`src/rtl/multiword_add_sequencer.sv`:
```
// rtl/multiword_add_sequencer.sv - word-serial wide adder front end (optional subtract via `MWAS_SUB_EN)
module multiword_add_sequencer #(
  parameter int WIDTH = 32,
  parameter int WORDS = 4
) (
  input  logic                     i_clk,
  input  logic                     i_rst,
  input  logic                     i_in_valid,
  output logic                     o_in_ready,
  input  logic [WIDTH*WORDS-1:0]   i_in_a,
  input  logic [WIDTH*WORDS-1:0]   i_in_b,
  input  logic                     i_in_cin,
  input  logic                     i_in_sub,
  output logic                     o_out_valid,
  input  logic                     i_out_ready,
  output logic [WIDTH*WORDS-1:0]   o_out_sum,
  output logic                     o_out_cout,
  output logic                     o_out_ovf
);

  localparam int N    = WIDTH * WORDS;
  localparam int IDXW = (WORDS > 1) ? $clog2(WORDS) : 1;
  localparam logic [IDXW-1:0] LAST_IDX = IDXW'(WORDS - 1);

  typedef enum logic [1:0] {S_IDLE, S_RUN, S_DONE} state_t;

  state_t            r_state;
  logic [IDXW-1:0]   r_idx;
  logic              r_cy;
  logic [N-1:0]      r_a;
  logic [N-1:0]      r_b;
  logic              r_out_valid;
  logic [N-1:0]      r_out_sum;
  logic              r_out_cout;
  logic              r_out_ovf;

  logic [N-1:0]      w_b_eff;
  logic              w_cin_eff;
  logic [WIDTH-1:0]  w_a_word;
  logic [WIDTH-1:0]  w_b_word;
  logic [WIDTH:0]    w_add;
  logic              w_msb_cin;
  logic              w_accept;

  // Operand B and carry-in as they will be stored at capture time
  always_comb begin
    w_b_eff   = i_in_b;
    w_cin_eff = i_in_cin;
`ifdef MWAS_SUB_EN
    if (i_in_sub) begin
      w_b_eff   = ~i_in_b;
      w_cin_eff = 1'b1;
    end
`endif
  end

`ifndef MWAS_SUB_EN
  logic w_unused_sub;
  assign w_unused_sub = i_in_sub;
`endif

  // Current word slice fed to the adder stage, plus carry into the word's MSB for overflow
  always_comb begin
    w_a_word  = r_a[int'(r_idx) * WIDTH +: WIDTH];
    w_b_word  = r_b[int'(r_idx) * WIDTH +: WIDTH];
    w_add     = {1'b0, w_a_word} + {1'b0, w_b_word} + {{WIDTH{1'b0}}, r_cy};
    w_msb_cin = w_a_word[WIDTH-1] ^ w_b_word[WIDTH-1] ^ w_add[WIDTH-1];
  end

  // Ready only in IDLE, and never while reset is held
  assign o_in_ready = (r_state == S_IDLE) && !i_rst;
  assign w_accept   = i_in_valid && o_in_ready;

  // Sequencer FSM: capture, ripple one word per cycle, hold result until taken
  always_ff @(posedge i_clk) begin
    if (i_rst) begin
      r_state     <= S_IDLE;
      r_idx       <= '0;
      r_cy        <= 1'b0;
      r_a         <= '0;
      r_b         <= '0;
      r_out_valid <= 1'b0;
      r_out_sum   <= '0;
      r_out_cout  <= 1'b0;
      r_out_ovf   <= 1'b0;
    end else begin
      case (r_state)
        S_IDLE: begin
          if (w_accept) begin
            r_a     <= i_in_a;
            r_b     <= w_b_eff;
            r_cy    <= w_cin_eff;
            r_idx   <= '0;
            r_state <= S_RUN;
          end
        end
        S_RUN: begin
          r_out_sum[int'(r_idx) * WIDTH +: WIDTH] <= w_add[WIDTH-1:0];
          r_cy <= w_add[WIDTH];
          if (r_idx == LAST_IDX) begin
            r_out_cout  <= w_add[WIDTH];
            r_out_ovf   <= w_msb_cin ^ w_add[WIDTH];
            r_out_valid <= 1'b1;
            r_state     <= S_DONE;
          end else begin
            r_idx <= r_idx + 1'b1;
          end
        end
        S_DONE: begin
          if (i_out_ready) begin
            r_out_valid <= 1'b0;
            r_state     <= S_IDLE;
          end
        end
        default: r_state <= S_IDLE;
      endcase
    end
  end

  assign o_out_valid = r_out_valid;
  assign o_out_sum   = r_out_sum;
  assign o_out_cout  = r_out_cout;
  assign o_out_ovf   = r_out_ovf;

endmodule

```
`config.mk`:
```
export PLATFORM = sky130hd
export DESIGN_NAME = multiword_add_sequencer
export DESIGN_NICKNAME = d
export VERILOG_FILES = /design/src/rtl/multiword_add_sequencer.sv
export SDC_FILE = /design/constraint.sdc
export NUM_CORES = 1
export LEC_CHECK = 0
export ABC_AREA = 1
export CORE_ASPECT_RATIO = 1.2
export CORE_UTILIZATION = 35
export DETAILED_ROUTE_END_ITERATION = 7
export PLACE_DENSITY_LB_ADDON = 0.15
export SYNTH_ARGS = -nofsm -noshare
export SYNTH_HDL_FRONTEND = slang
export SYNTH_SLANG_ARGS = --single-unit
```
`constraint.sdc`:
```
create_clock -name i_clk -period 5.7 [get_ports i_clk]
set_input_delay 1.71 -clock i_clk [delete_from_list [all_inputs] [get_ports i_clk]]
set_output_delay 1.71 -clock i_clk [all_outputs]
set_load 0.005 [all_outputs]
```
# After elaboration in Yosys (flattened, before gate mapping)
# Cells that the tools add are included.
# totals
reg_bits,392
input_bits,262
out_inout_bits,132
wordCells,52
# op_classes
n_addsub,4
n_eq_ne,7
shift,4
mux,13
bitwise_logic,3
n_reduce_logical,12
# ops
operator,count
128-bit by 8-bit variable part select with 32-bit output,2
128-bit bitwise mux,1
32-bit by 33-bit variable shift with 128-bit output (first input constant),1
32-bit by 33-bit variable part select with 128-bit output,1
32-bit by 32-bit adder with 33-bit output,1
33-bit by 1-bit adder with 33-bit output,1
7-bit negation with 33-bit output,1
2-bit two-way mux,5
3-bit AND reduction,3
2-bit != test (second input constant),4
2-bit case mux with 3 select lines,1
2-bit AND reduction,3
2-bit == test (second input constant),2
1-bit case mux with 2 select lines,2
2-bit case mux with 2 select lines,1
2-bit nonzero test,2
1-bit two-way mux,3
1-bit XOR,3
2-bit by 1-bit adder with 2-bit output (second input constant),1
2-bit by 1-bit == test with 1-bit output (second input constant),1
1-bit logical AND,2
2-bit zero test,1
1-bit zero test,1

# Logic depth before layout (Yosys ltp)
# logic_depth
word_depth,5
mapped_depth,21

# Worst setup path before layout
# OpenSTA, ideal clock, no wires.
# synth_path
path_type,input to output
from,input i_rst
to,output o_in_ready
arrival_time_ns,1.996
setup_slack_ns,1.994
path_stages,2
path_cell_list,buf_2 > nor3_2
# synth_via
elab_chain_cells,2
# synth_lines
element,line,source
from (decl),7,"input logic i_rst,"
1-bit zero test,71,assign o_in_ready = (r_state == S_IDLE) && !i_rst;
1-bit logical AND,71,
to (decl),9,"output logic o_in_ready,"
# No other way between the ends.

# Final worst setup path
# Same ends and word-level chain as after synthesis.

==> metrics.yaml <==
outcome: "finished, final reports clean"
fill_cells: 5312
die_area_um2: 52800
ioPinCount: 394
crit_path_end_kind: "output pin"
setup_viol: 0
grt_first_pass_wirelength_um: 96200
insertion_delay_ns: 0.57
grt_pass1_vias: 17200
postSynth.asyncResetShare_pct: 0
die_y_um: 251
hp-class: "flip-flop to flip-flop"
dp_hpwl_um: 43700
synth_ff_type: "dfxtp_1"
r2r_end: "o_out_sum[56]$_SDFFE_PP0P_"
clockBufferDepth: 3
max_freq_ghz: 0.217
crit_cells: 3
powerDensity_nw_per_um2: 310
syn-cell-area_um2: 18100
syn_inst: 2653
wl_per_cell_um: 17.2
final.setup_skew_ns: 0.0180
io_buffers: 392
worstPathArrival_ns: 2.89
die_x_um: 210
crit_path_cell_trace: "buf_4, nor3_2, clkdlybuf4s50_1"
post-route-period-util_pct: 80.8
vdd_ir_drop_max_v: 0.000181
synth_edf_count: 0
rows: 91
synth_xor_area_share_pct: 0.931
rsz0062_at_grt: "false"
clock-sinks: 392
place_worst_setup_slack_ns: 1.11
yosys_warnings: 0
fin_ws_ns: 1.10
gp_congestion: 0.903
path_buf_inv: 2
tns_ns: 0
seq_area_um2: 7850
syn_area_per_cell_um2: 6.84
via_per_inst: 5.03
cts_hold_buf: 0
clk_pin_slew_ns: 0.06
wl_um: 62200
worst_slew_pin_slew_ns: 1.12
drive_gt1_share_pct: 5.07
ant_nets: 0
first_iter_violations: 1021
core-area_um2: 51200
critical-path-top-delay-family: "buffers and inverters"
area_growth_pct: 30.5
period_needed_ns: 4.60
critical_path_class: "input pin to output pin"
vias: 18200
ff2ff_setup_slack_ns: 1.43
drc: 0
grt-ovfl-total: 0
antenna_found_initial: 3
synth_simple_gate_area_share_pct: 35.1
grt_usage_pct: 23.1
post_cts_resized: 0
cts_max_level: 2
ys_seq_area_share_pct: 43.3
synth_seq_cells: 392
r2r-start: "r_idx[0]$_SDFFE_PP0P_"
cp-start-kind: "input pin"
drt_pass1_iterations: 5
slew_headroom_pct: 25.4
cts_tree: "built"
dp.cells: 3539
crit_path_top_delay_cell: "clkdlybuf4s50_1"
grt_max_degree: 205
cts-root-buf: "clkbuf_16"
maxSlewViolCount: 0
maxCapViolCount: 0
cp.required_ns: 3.99
cts_setup_buffers: 0
synth_compound_area_share_pct: 10.6
syn-num-nets: 2954
slowest_delay_ns: 0.57
initial_core_util_pct: 35.4
power.leakage_nw: 10.4
synth_top_family_by_area: "simple AND/OR/NAND/NOR gates"
synth-adder-area-share_pct: 2.77
ys_types: 39
cts_buffers: 41
critPathMaxFanout: 47
synthMuxAreaShare_pct: 0
multi_input_area_um2: 8980
stdcell_count: 3610
hold_viol: 0
endpoint: "o_in_ready"
fin_nets: 3232
r2r_cells: 15
startpoint: "i_rst"
==> flip-flops by register name, summed over array words and instances (netlist names) <==
signal	flops
r_cy	1
o_out_ovf	1
o_out_valid	1
r_state	2
o_out_cout	1
r_b	128
r_a	128
o_out_sum	128
r_idx	2
==> logic make-up (layout without fill, tap and decap cells) <==
group	after synthesis	in the layout
buffers and inverters	328	633
AOI/OAI and AO/OA	356	356
xor gates and xnor gates	15	15
DFF	392	392
and+or+nand+nor	1523	1523
adders and majority gates	39	39
other	0	1
==> tightest hold or removal path, stage by stage, from the launching register on <==
cell     delay (ns)
dfxtp_1        0.30
nand3_1        0.07
nand2_1        0.04
==> stage by stage <==
stage	hold slack (ns)	util, %	total power [W]	area [um^2]
after floorplan	0.431	-	0.00406	18100
after global placement	0.445	43.6	0.00474	22400
after detailed placement	0.454	43.6	0.00476	22400
after CTS	0.463	46.2	0.00742	23700
after global routing	0.477	46.2	0.00770	23700
final	0.461	46.2	0.00734	23700
==> placed cells by master (no fill, tap or decap), types with 9 or more instances in the layout <==
cell type	n
buf_4	19
nand2_2	15
clkbuf_1	11
nand3_1	314
a21oi_1	141
inv_1	135
dfxtp_1	390
o22ai_1	62
ha_1	37
nand2_1	951
clkbuf_16	42
nor2_1	176
inv_2	11
nor2_2	9
a21oi_2	9
nand4_1	31
o21ai_0	131
clkdlybuf4s50_1	391
==> report_power, final <==
part	switching [W]	internal, W
registers	0.000101	0.00290
clock network	0.00112	0.00152
logic	0.00110	0.000588
==> final cells by class <==
cell class | count | area share [%]
repair buffers | 414 | 17.5
clock inverters | 11 | 0.529
diodes | 1 | 0.0106
flip-flops and latches | 392 | 33.2
multi-input cells | 1933 | 38.0
clock buffers | 59 | 4.96
inverters | 149 | 2.44
well taps | 651 | 3.44
==> metal layers <==
layer / global-route usage [%] / share of wire [%] / wire length [um]
met5: 0 / 0.021 / 13
met2: 38.2 / 46 / 28900
met1: 31.5 / 46 / 28700
met4: 5.42 / 1.8 / 1090
met3: 3.30 / 5.6 / 3510
==> cell usage after synthesis, types with 2 or more instances <==
master,n,area (um^2)
inv_2,12,45.0
xor2_1,7,61.3
o22ai_1,62,388
dfxtp_1,392,7850
o21bai_1,2,15.0
nor3_1,6,30.0
fa_1,2,40.0
o21ai_0,131,656
buf_4,2,15.0
a21oi_1,141,706
buf_2,71,355
nand3_2,4,40.0
nor2_1,177,664
inv_1,137,514
nor2_2,8,50.1
nand3_1,314,1570
and3_1,3,18.8
nand4_1,31,194
nor3_2,6,60.1
nand2_1,952,3570
xnor2_1,3,26.3
nand2_2,15,93.8
o211ai_1,2,15.0
clkbuf_1,90,338
and2_1,2,12.5
buf_1,16,60.1
a21oi_2,9,78.8
xor2_2,5,81.3
ha_1,37,463
a32oi_1,3,26.3
a22oi_1,3,22.5
==> worst min-delay path by stage <==
stage | startpoint | endpoint | slack, ns | cells after the start
floorplan | r_a[1]$_SDFFE_PP0P_ | r_a[1]$_SDFFE_PP0P_ | 0.43 | 2
global placement | r_a[1]$_SDFFE_PP0P_ | r_a[1]$_SDFFE_PP0P_ | 0.44 | 2
detailed placement | r_a[59]$_SDFFE_PP0P_ | r_a[59]$_SDFFE_PP0P_ | 0.45 | 2
CTS | r_a[56]$_SDFFE_PP0P_ | r_a[56]$_SDFFE_PP0P_ | 0.46 | 2
global route | r_a[39]$_SDFFE_PP0P_ | r_a[39]$_SDFFE_PP0P_ | 0.48 | 2
finish | r_a[78]$_SDFFE_PP0P_ | r_a[78]$_SDFFE_PP0P_ | 0.46 | 2
Note: power is estimated with default switching activity, not from simulation.
